### src/rtl/mem_map_ctrl_if.sv
// Request/memory/response bundle for mem_map_ctrl.
// The slave modport is the controller's view; the master modport is the CPU/memory side.
interface mem_map_ctrl_if #(
  parameter int ADDR_W = 32
);
  logic              req_valid;
  logic              req_ready;
  logic [ADDR_W-1:0] req_addr;
  logic              req_we;
  logic [1:0]        req_size;
  logic [ADDR_W-1:0] req_wdata;

  logic              mem_en;
  logic              mem_we;
  logic [1:0]        mem_sel;
  logic [ADDR_W-1:0] mem_addr;
  logic [3:0]        mem_be;
  logic [ADDR_W-1:0] mem_wdata;
  logic [ADDR_W-1:0] mem_rdata;

  logic              rsp_valid;
  logic              rsp_ready;
  logic [ADDR_W-1:0] rsp_rdata;
  logic              rsp_err;

  modport slave (
    input  req_valid, req_addr, req_we, req_size, req_wdata, mem_rdata, rsp_ready,
    output req_ready, mem_en, mem_we, mem_sel, mem_addr, mem_be, mem_wdata,
           rsp_valid, rsp_rdata, rsp_err
  );

  modport master (
    output req_valid, req_addr, req_we, req_size, req_wdata, mem_rdata, rsp_ready,
    input  req_ready, mem_en, mem_we, mem_sel, mem_addr, mem_be, mem_wdata,
           rsp_valid, rsp_rdata, rsp_err
  );
endinterface

### src/rtl/mem_map_ctrl.sv
// Address decoder and single-outstanding access sequencer for TEXT/DATA/STACK/MMIO windows.
// Define MEM_MAP_MMIO_WAIT_EN to insert MMIO_WAIT wait cycles on MMIO accesses.
module mem_map_ctrl #(
  parameter int ADDR_W         = 32,
  parameter int INST_MEM_DEPTH = 1024,
  parameter int DATA_MEM_DEPTH = 4096,
  parameter int MMIO_MEM_SIZE  = 64,
  parameter int MMIO_WAIT      = 2
) (
  input  logic          clk,
  input  logic          rst,
  mem_map_ctrl_if.slave bus
);

  localparam int DIV = DATA_MEM_DEPTH / 2;

  localparam logic [ADDR_W-1:0] TEXT_BASE  = ADDR_W'(32'h0040_0000);
  localparam logic [ADDR_W-1:0] DATA_BASE  = ADDR_W'(32'h1001_0000);
  localparam logic [ADDR_W-1:0] STACK_TOP  = ADDR_W'(32'h7fff_f000);
  localparam logic [ADDR_W-1:0] STACK_LO   = ADDR_W'(32'h7fff_f000 - DIV);
  localparam logic [ADDR_W-1:0] MMIO_BASE  = ADDR_W'(32'hffff_0000);
  localparam logic [ADDR_W-1:0] TEXT_SIZE  = ADDR_W'(INST_MEM_DEPTH);
  localparam logic [ADDR_W-1:0] HALF_SIZE  = ADDR_W'(DIV);
  localparam logic [ADDR_W-1:0] MMIO_SIZE  = ADDR_W'(MMIO_MEM_SIZE);

  localparam logic [1:0] SEL_TEXT  = 2'd0;
  localparam logic [1:0] SEL_DATA  = 2'd1;
  localparam logic [1:0] SEL_STACK = 2'd2;
  localparam logic [1:0] SEL_MMIO  = 2'd3;

  if (MMIO_WAIT < 1 || MMIO_WAIT > 15) begin : g_wait_range
    $error("mem_map_ctrl: MMIO_WAIT must be in 1..15");
  end

  typedef enum logic [2:0] {
    IDLE,
    ACCESS,
`ifdef MEM_MAP_MMIO_WAIT_EN
    WAIT,
`endif
    DATA,
    RESP
  } state_t;

  state_t state, state_nxt;

  logic [ADDR_W-1:0] text_off, data_off, stack_off, mmio_off;
  logic [ADDR_W-1:0] dec_addr;
  logic [1:0]        dec_sel;
  logic [3:0]        dec_be;
  logic              dec_hit, dec_misalign, dec_err;

  assign text_off  = bus.req_addr - TEXT_BASE;
  assign data_off  = bus.req_addr - DATA_BASE;
  assign stack_off = bus.req_addr - STACK_LO;
  assign mmio_off  = bus.req_addr - MMIO_BASE;

  // Unsigned offset compare covers both window edges; stack is indexed from its top downwards.
  always_comb begin
    dec_hit  = 1'b1;
    dec_sel  = SEL_TEXT;
    dec_addr = '0;
    if (text_off < TEXT_SIZE) begin
      dec_sel  = SEL_TEXT;
      dec_addr = text_off;
    end else if (data_off < HALF_SIZE) begin
      dec_sel  = SEL_DATA;
      dec_addr = data_off;
    end else if (stack_off < HALF_SIZE) begin
      dec_sel  = SEL_STACK;
      dec_addr = HALF_SIZE + (bus.req_addr - STACK_TOP);
    end else if (mmio_off < MMIO_SIZE) begin
      dec_sel  = SEL_MMIO;
      dec_addr = mmio_off;
    end else begin
      dec_hit  = 1'b0;
    end

    case (bus.req_size)
      2'd0:    dec_be = 4'b0001 << bus.req_addr[1:0];
      2'd1:    dec_be = 4'b0011 << bus.req_addr[1:0];
      default: dec_be = 4'b1111;
    endcase

    dec_misalign = ((bus.req_size == 2'd2) && (bus.req_addr[1:0] != 2'b00)) ||
                   ((bus.req_size == 2'd1) && bus.req_addr[0]);
    dec_err = !dec_hit || dec_misalign || (bus.req_size == 2'd3) ||
              (bus.req_we && (dec_sel == SEL_TEXT));
  end

`ifdef MEM_MAP_MMIO_WAIT_EN
  localparam logic [3:0] WAIT_LAST = 4'(MMIO_WAIT - 1);
  logic [3:0] wait_cnt;

  always_ff @(posedge clk) begin
    if (rst)
      wait_cnt <= '0;
    else if (state == WAIT)
      wait_cnt <= wait_cnt + 4'd1;
    else
      wait_cnt <= '0;
  end
`endif

  always_ff @(posedge clk) begin
    if (rst)
      state <= IDLE;
    else
      state <= state_nxt;
  end

  always_comb begin
    state_nxt     = state;
    bus.req_ready = 1'b0;
    bus.mem_en    = 1'b0;
    bus.rsp_valid = 1'b0;
    case (state)
      IDLE: begin
        bus.req_ready = 1'b1;
        if (bus.req_valid)
          state_nxt = dec_err ? RESP : ACCESS;
      end
      ACCESS: begin
        bus.mem_en = 1'b1;
`ifdef MEM_MAP_MMIO_WAIT_EN
        state_nxt  = (bus.mem_sel == SEL_MMIO) ? WAIT : DATA;
`else
        state_nxt  = DATA;
`endif
      end
`ifdef MEM_MAP_MMIO_WAIT_EN
      WAIT: begin
        if (wait_cnt == WAIT_LAST)
          state_nxt = DATA;
      end
`endif
      DATA: state_nxt = RESP;
      RESP: begin
        bus.rsp_valid = 1'b1;
        if (bus.rsp_ready)
          state_nxt = IDLE;
      end
      default: state_nxt = IDLE;
    endcase
  end

  // Faulting requests never touch the memory-side registers; they only arm an error response.
  always_ff @(posedge clk) begin
    if (rst) begin
      bus.mem_we    <= 1'b0;
      bus.mem_sel   <= '0;
      bus.mem_addr  <= '0;
      bus.mem_be    <= '0;
      bus.mem_wdata <= '0;
      bus.rsp_rdata <= '0;
      bus.rsp_err   <= 1'b0;
    end else begin
      if ((state == IDLE) && bus.req_valid) begin
        if (dec_err) begin
          bus.rsp_err   <= 1'b1;
          bus.rsp_rdata <= '0;
        end else begin
          bus.rsp_err   <= 1'b0;
          bus.mem_we    <= bus.req_we;
          bus.mem_sel   <= dec_sel;
          bus.mem_addr  <= dec_addr;
          bus.mem_be    <= dec_be;
          bus.mem_wdata <= bus.req_wdata;
        end
      end
      if (state == DATA)
        bus.rsp_rdata <= bus.mem_we ? '0 : bus.mem_rdata;
    end
  end

endmodule

### src/flat_wrapper.sv
// flat-port wrapper written by rule: the top's interface ports become plain ports
module mem_map_ctrl_flat 
#(
  parameter int ADDR_W         = 32,
  parameter int INST_MEM_DEPTH = 1024,
  parameter int DATA_MEM_DEPTH = 4096,
  parameter int MMIO_MEM_SIZE  = 64,
  parameter int MMIO_WAIT      = 2
)
  (clk, rst, bus_req_valid, bus_req_addr, bus_req_we, bus_req_size, bus_req_wdata, bus_mem_rdata, bus_rsp_ready, bus_req_ready, bus_mem_en, bus_mem_we, bus_mem_sel, bus_mem_addr, bus_mem_be, bus_mem_wdata, bus_rsp_valid, bus_rsp_rdata, bus_rsp_err);
  mem_map_ctrl_if #(.ADDR_W(ADDR_W)) bus_i ();
  input  logic clk;
  input  logic rst;
  input wire logic [$bits(bus_i.req_valid)-1:0] bus_req_valid;
  input wire logic [$bits(bus_i.req_addr)-1:0] bus_req_addr;
  input wire logic [$bits(bus_i.req_we)-1:0] bus_req_we;
  input wire logic [$bits(bus_i.req_size)-1:0] bus_req_size;
  input wire logic [$bits(bus_i.req_wdata)-1:0] bus_req_wdata;
  input wire logic [$bits(bus_i.mem_rdata)-1:0] bus_mem_rdata;
  input wire logic [$bits(bus_i.rsp_ready)-1:0] bus_rsp_ready;
  output wire logic [$bits(bus_i.req_ready)-1:0] bus_req_ready;
  output wire logic [$bits(bus_i.mem_en)-1:0] bus_mem_en;
  output wire logic [$bits(bus_i.mem_we)-1:0] bus_mem_we;
  output wire logic [$bits(bus_i.mem_sel)-1:0] bus_mem_sel;
  output wire logic [$bits(bus_i.mem_addr)-1:0] bus_mem_addr;
  output wire logic [$bits(bus_i.mem_be)-1:0] bus_mem_be;
  output wire logic [$bits(bus_i.mem_wdata)-1:0] bus_mem_wdata;
  output wire logic [$bits(bus_i.rsp_valid)-1:0] bus_rsp_valid;
  output wire logic [$bits(bus_i.rsp_rdata)-1:0] bus_rsp_rdata;
  output wire logic [$bits(bus_i.rsp_err)-1:0] bus_rsp_err;
  assign bus_i.req_valid = bus_req_valid;
  assign bus_i.req_addr = bus_req_addr;
  assign bus_i.req_we = bus_req_we;
  assign bus_i.req_size = bus_req_size;
  assign bus_i.req_wdata = bus_req_wdata;
  assign bus_i.mem_rdata = bus_mem_rdata;
  assign bus_i.rsp_ready = bus_rsp_ready;
  assign bus_req_ready = bus_i.req_ready;
  assign bus_mem_en = bus_i.mem_en;
  assign bus_mem_we = bus_i.mem_we;
  assign bus_mem_sel = bus_i.mem_sel;
  assign bus_mem_addr = bus_i.mem_addr;
  assign bus_mem_be = bus_i.mem_be;
  assign bus_mem_wdata = bus_i.mem_wdata;
  assign bus_rsp_valid = bus_i.rsp_valid;
  assign bus_rsp_rdata = bus_i.rsp_rdata;
  assign bus_rsp_err = bus_i.rsp_err;
  mem_map_ctrl #(.ADDR_W(ADDR_W), .INST_MEM_DEPTH(INST_MEM_DEPTH), .DATA_MEM_DEPTH(DATA_MEM_DEPTH), .MMIO_MEM_SIZE(MMIO_MEM_SIZE), .MMIO_WAIT(MMIO_WAIT)) u_core (.clk(clk), .rst(rst), .bus(bus_i));
endmodule
### config.mk
export PLATFORM = sky130hd
export DESIGN_NAME = mem_map_ctrl_flat
export DESIGN_NICKNAME = d
export VERILOG_FILES = /design/src/rtl/mem_map_ctrl_if.sv /design/src/rtl/mem_map_ctrl.sv /design/src/flat_wrapper.sv
export SDC_FILE = /design/constraint.sdc
export NUM_CORES = 1
export LEC_CHECK = 0
export ABC_AREA = 1
export ABC_CLOCK_PERIOD_IN_PS = 2200
export BUFFER_PORTS_ARGS = -buffer_cell sky130_fd_sc_hd__buf_2
export CAP_MARGIN = 20
export CORE_UTILIZATION = 45
export DETAILED_ROUTE_END_ITERATION = 8
export GPL_TIMING_DRIVEN = 0
export PLACE_DENSITY = 0.77
export SKIP_LAST_GASP = 1
export SLEW_MARGIN = 10
export SYNTH_ARGS = -nofsm -noshare
export SYNTH_HDL_FRONTEND = slang
export SYNTH_SLANG_ARGS = --single-unit
export TNS_END_PERCENT = 20
### constraint.sdc
create_clock -name clk -period 2.2 [get_ports clk]
set_input_delay 0.11 -clock clk [delete_from_list [all_inputs] [get_ports clk]]
set_output_delay 0.11 -clock clk [all_outputs]
set_load 0.01 [all_outputs]
=== Word-level counts from Yosys, hierarchy flattened ===
Index checks and enable logic that the tools add are counted.

* Mux-type cells: 25
* Equal/unequal tests: 8
* Reduce and logical (&&, ||, !) cells: 18
* Shifts and indexed selects: 2
* Order comparisons: 4
* $add $sub $neg: 6
* Bitwise gates (word level): 1

{| class="wikitable"
|+ Operators by type and width
! operator !! count
|-
| $mux 32 || 8
|-
| $lt 32x12->1 const B || 2
|-
| $sub 32x31->32 const B || 2
|-
| $add 12x32->32 const A || 1
|-
| $lt 32x11->1 const B || 1
|-
| $lt 32x7->1 const B || 1
|-
| $sub 32x23->32 const B || 1
|-
| $sub 32x29->32 const B || 1
|-
| $sub 32x32->32 const B || 1
|-
| $pmux 3 s4 || 1
|-
| $mux 2 || 5
|-
| $mux 1 || 8
|-
| $pmux 4 s2 || 1
|-
| $eq 3x2->1 const B || 2
|-
| $mux 3 || 2
|-
| $reduce_and 2->1 || 3
|-
| $reduce_bool 2->1 || 3
|-
| $eq 2x2->1 const B || 2
|-
| $logic_and 1x1->1 || 4
|-
| $logic_not 2->1 || 2
|-
| $logic_or 1x1->1 || 4
|-
| $ne 2x2->1 const B || 2
|-
| $shl 1x2->4 const A || 1
|-
| $shl 2x2->4 const A || 1
|-
| other kinds (5) || 5
|}

* Output and inout bits: 107
* Bits in registers: 107

=== Longest topological paths before layout ===
* Word-level depth: 13
* Mapped depth: 22
* Depth with buffers taken out: 22

=== Least setup slack after synthesis ===
Ideal clock, no wire load.

* Kind: input-to-reg
* From: in bus_req_addr[23]
* To: reg u_core.bus.mem_sel[0]
* Cell stages on the path: 19
* Data arrival time: 1.993 ns
* Required time: 2.070 ns
* Setup slack: 0.077 ns
* Path through: inv_1 -> ha_1 -> inv_1 -> nor2_4 -> nand2_1 -> a21oi_1 -> nand2_1 -> nand2_1 -> nand2_1 -> nor2_1 -> nand3_1 -> nand2_1 -> nor2_1 -> nor2_2 -> nand3_4 -> buf_6 -> buf_4 -> nand3_1 -> o31ai_1

* Longest elaborated chain between the ends: 12

{| class="wikitable"
|+ Ends and longest elaborated chain
! what !! line !! RTL
|-
| start, declared || flat_wrapper.sv:15 || <nowiki>input wire logic [$bits(bus_i.req_addr)-1:0] bus_req_addr;</nowiki>
|-
| $sub 32x32->32 || mem_map_ctrl.sv:56 || <nowiki>assign mmio_off = bus.req_addr - MMIO_BASE;</nowiki>
|-
| $lt 32x7->1 || mem_map_ctrl.sv:72 || <nowiki>end else if (mmio_off < MMIO_SIZE) begin</nowiki>
|-
| $mux 1 || mem_map_ctrl.sv:72 ||
|-
| $mux 1 || mem_map_ctrl.sv:69 || <nowiki>end else if (stack_off < HALF_SIZE) begin</nowiki>
|-
| $mux 1 || mem_map_ctrl.sv:66 || <nowiki>end else if (data_off < HALF_SIZE) begin</nowiki>
|-
| $mux 1 || mem_map_ctrl.sv:63 || <nowiki>if (text_off < TEXT_SIZE) begin</nowiki>
|-
| $logic_not 1->1 || mem_map_ctrl.sv:87 || <nowiki>dec_err = !dec_hit || dec_misalign || (bus.req_size == 2'd3) ||</nowiki>
|-
| $logic_or 1x1->1 (3 in series) || mem_map_ctrl.sv:87 ||
|-
| $not 1->1 (no source line) || - ||
|-
| $reduce_and 2->1 (no source line) || - ||
|-
| end signal, assigned || mem_map_ctrl.sv:165 || <nowiki>bus.mem_sel <= dec_sel;</nowiki>
|-
| end, declared || mem_map_ctrl_if.sv:28 || <nowiki>output req_ready, mem_en, mem_we, mem_sel, mem_addr, mem_be, mem_wdata,</nowiki>
|}

Parallel ways exist; a longest one is shown, timed or not.
A chain may end at the register's enable or synchronous reset.

=== Final worst setup path ===
* From: in bus_req_addr[16]
* To: reg u_core.bus.mem_addr[11]

* Longest elaborated chain between the ends: 12

{| class="wikitable"
|+ Ends and longest elaborated chain
! what !! line !! RTL
|-
| $sub 32x32->32 || mem_map_ctrl.sv:56 ||
|-
| $lt 32x7->1 || mem_map_ctrl.sv:72 ||
|-
| $mux 1 || mem_map_ctrl.sv:72 ||
|-
| $mux 1 || mem_map_ctrl.sv:69 ||
|-
| $mux 1 || mem_map_ctrl.sv:66 ||
|-
| $mux 1 || mem_map_ctrl.sv:63 ||
|-
| $logic_not 1->1 || mem_map_ctrl.sv:87 ||
|-
| $logic_or 1x1->1 (3 in series) || mem_map_ctrl.sv:87 ||
|-
| $not 1->1 (no source line) || - ||
|-
| $reduce_and 2->1 (no source line) || - ||
|-
| end signal, assigned || mem_map_ctrl.sv:166 || <nowiki>bus.mem_addr <= dec_addr;</nowiki>
|-
| end, declared || mem_map_ctrl_if.sv:28 ||
|}

Parallel ways exist; a longest one is shown, timed or not.

==> impl_results.md <==
- Least-Margin Pin Slew: between 0.6 and 0.7 ns
- Fin nets: 1225
- VDD IR max: 0.631 mV
- Cell mode on critical path: nand3_4
- Finished Cell Area: 8030 sq um
- Fin. Hold Viols: 0
- Part of the power in registers: 43.0%
- Antenna Cells: 0
- Core area: between 10000 and 15000 sq um
- Hold Path Origin: bus_mem_rdata[30]
- Max incr delay on CP: approximately 0.20 ns
- Unrepaired setup endpoints after global routing: true
- Pwr dens: approximately 620 nW/um^2
- Avg Cell Area, Syn: 6.59 sq um
- Vias post-DR: 6476
- Type of the worst min-delay path: in -> reg
- Clk sinks: 106
- Worst r2r path cells: 9
- CP arrival: about 2.4 ns
- Initial antenna violation count: 0
- Vias in the first global route: slightly below 6000
- R2r setup slk: 0.42 ns
- Initial core utilization: 46.6%
- GPL Wtd Cong: 0.905
- CP max FO: 7
- Crit Path Class: in -> reg
- CTS tree: yes
- Int Power: 3410 uW
- Top_reg_cell synth: dfxtp_1
- Critical path's slowest cell: buf_4
- Fin crit period: 2.20 ns
- Die H: 114 um
- DP Area: 6860 sq um
- GRT Total Usage: 26.9%
- Net Sw Power: 1560 uW
- Max Buffers Root-to-Sink: 2
- Final Total Pwr: 4960 uW
- Crit. End Element: flop
- Max transition margin: 54.8%
- WL final: 18000 um
- Seq/Total Area, Yosys: 37.6%
- Leak Pwr: about 0.0038 uW
- Tcrit/Tclk final: between 90 and 100%
- Grt ovf: 0
- Post-Syn Nets: 974
- Hold depth: 3
- Synth cell types: 33
- DRT antenna net count: 0
- Share of cells above drive strength 1: 31.9%
- Largest cells by area after synthesis: dfxtp_1, nand2_1, nand3_1, a21oi_1, nor2_1
- Avg Vias per Cell: 5.07
- DIE AREA: roughly 13000 sq um
- Post-synth EDFFs: 0
- Synth top cells by count: nand2_1, dfxtp_1, nand3_1, nor2_1, a21oi_1
- Post-route insts no fill: between 1000 and 1500
- Mapped cell area: 5640 sq um
- Setup violations, final: 0
- Inserted Clock Buffers: 9
- Max-Cap Viols: 0
- Dpl hpwl: 13000 um
- Syn Inst Count: 856
- FP Rows: 40
- Leading area contributor after synthesis: dfxtp_1
- Worst r2r src: u_core.state[1]
- Comb power frac: about a quarter
- Input/output buffers: 201
- Pins Over Slew Limit: 0
- Die X: 114 um
- Synth warn: 0
- Startpoint Class: primary input
- Clock power share: 30.9%
- Routed len/inst: 14.1 um
- Outcome: finished, final reports clean
- Switching Share: 31.4%
- Dpl cells: approximately 1200
- Clock skew: 0.00928 ns
- First-pass GRT wire length: roughly 28000 um
- IO Pins: between 200 and 250
- Yosys reg bits: 106
- Clock latency on the worst-skew pair: ~0.35 ns
- Area delta synth->final: 42.2%
- DR pass1 iterations: 5
- Post-synth ARST share: 0%
- Worst Setup SP: bus_req_addr[16]
- Finished Core Util: approximately two thirds
- Max Fclk: 455 MHz
- Clock Root Buffer: clkbuf_16
- H-tree levels: 3
- Remaining DRCs: 0
- Hold slack: 0.00557 ns
- CP required: 2.44 ns
- Iter 0 DRT Violations: 389
- Most used standard cell by instance count after synthesis: nand2_1
- Clock transition at path regs: 0.07 ns
- Hold Crit Endpoint: u_core.bus.rsp_rdata[30]
- Reg-to-Reg End: u_core.bus.mem_addr[11]
- Largest net degree at the start of global routing: 16
- Yosys top cell area share: 37.6%
- CP cell instances: buf_8 > ha_4 > nand3_4 > buf_4 > xor2_1 > nor3_1 > nand2_1 > nor2_1 > nand2_1 > nor2_2 > nand2_2 > nand2_2 > nand2_4 > nand3_4 > nand3_4 > buf_4 > buf_16 > o21ai_1 > a21oi_1
## repair_timing
action                     CTS  global route
cloned                       2             1
gates resized for setup     42           122
hold buffers                12             0
hold endpoints to repair    12             0
setup buffers               10            15
pin swaps                   11            36
setup endpoints to repair  104           105
## cells in the final DEF, fill, tap and decap left out, drive strengths merged
cell	Yosys	final
buf	30	254
clkbuf	16	29
dfxtp	106	106
nor2	102	102
nand3b	2	2
clkinv	0	2
and3b	1	1
o21ai	46	46
a21o	1	1
clkinvlp	0	1
nand4	10	10
nand3	100	101
a21oi	78	78
o31ai	1	1
a31oi	1	1
o211ai	1	1
inv	70	69
ha	15	15
xor2	13	13
or2	2	2
bufinv	0	1
nor4	1	1
dlygate4sd3	0	12
nand2	256	256
nor3	4	4
## layout make-up
class	count	area [sq um]
fill	1125	4090
multi-input combinational	635	3370
sequential	106	2120
timing repair buffer	240	1440
buffer	45	318
inverter	70	292
clock buffer	10	229
tap	168	210
clock inverter	3	43.8
## logic make-up after synthesis
family | count (synthesis) | synth area share [%]
AND/OR/NAND/NOR | 478 | 36.7
adder cells (fa/ha/maj) | 15 | 3.33
flip-flops | 106 | 37.6
XOR/XNOR | 13 | 2.02
AO/OA/AOI/OAI | 128 | 11.5
buffers and inverters | 116 | 8.87
## critical path, delay by kind of cell
family,cells,cell delay [ns]
AND/OR/NAND/NOR,11,1.24
buffers and inverters,4,0.60
AO/OA/AOI/OAI,2,0.17
adder cells (fa/ha/maj),1,0.16
XOR/XNOR,1,0.14
## worst max path at each step
| stage | endpoint | slack (ns) | cells after the start |
|---|---|---|---|
| after floorplan | u_core.bus.mem_sel[0] | 0.08 | 19 |
| after global placement | u_core.bus.mem_wdata[30] | -0.69 | 19 |
| after detailed placement | u_core.bus.mem_wdata[30] | -0.74 | 20 |
| after CTS | u_core.bus.mem_addr[11] | -0.004 | 17 |
| after global routing | u_core.bus.mem_addr[22] | -0.15 | 19 |
| final | u_core.bus.mem_addr[11] | 0.003 | 19 |
## through the flow
stage | setup TNS [ns] | setup WS, ns
2_1_floorplan | 0 | 0.0771
3_3_place_gp | -59.18 | -0.686
3_5_place_dp | -60.51 | -0.742
4_1_cts | -0.00356 | -0.00356
5_1_grt | -8.75 | -0.148
6_report | 0 | 0.00331
## power groups by stage
| stage | registers (uW) | clock network [uW] | logic, uW |
|---|---|---|---|
| after CTS | 2130 | 1560 | 1230 |
| final | 2130 | 1530 | 1300 |
| after global placement | 2170 | 0 | 1170 |
| after floorplan | 2230 | 0 | 686 |
| after detailed placement | 2170 | 0 | 1170 |
| after global routing | 2150 | 1640 | 1450 |
## registers in the layout, indices dropped and copies added (netlist names)
register / flops
u_core.bus.mem_addr: 32
u_core.bus.mem_wdata: 32
u_core.bus.rsp_rdata: 32
u_core.bus.mem_be: 4
u_core.bus.mem_sel: 2
u_core.state: 2
u_core.bus.mem_we: 1
u_core.bus.rsp_err: 1
## layer usage
| layer | vias up | track usage, % | wire, um |
|---|---|---|---|
| met1 | 2940 | 33.8 | 7550 |
| met2 | 264 | 45.1 | 8810 |
| met3 | 30 | 6.32 | 1310 |
| li1 | 3242 | - | - |
| met4 | 0 | 9.35 | 363 |
| met5 | - | 0 | 0 |
No activity file was read; power rests on OpenSTA's default activity.
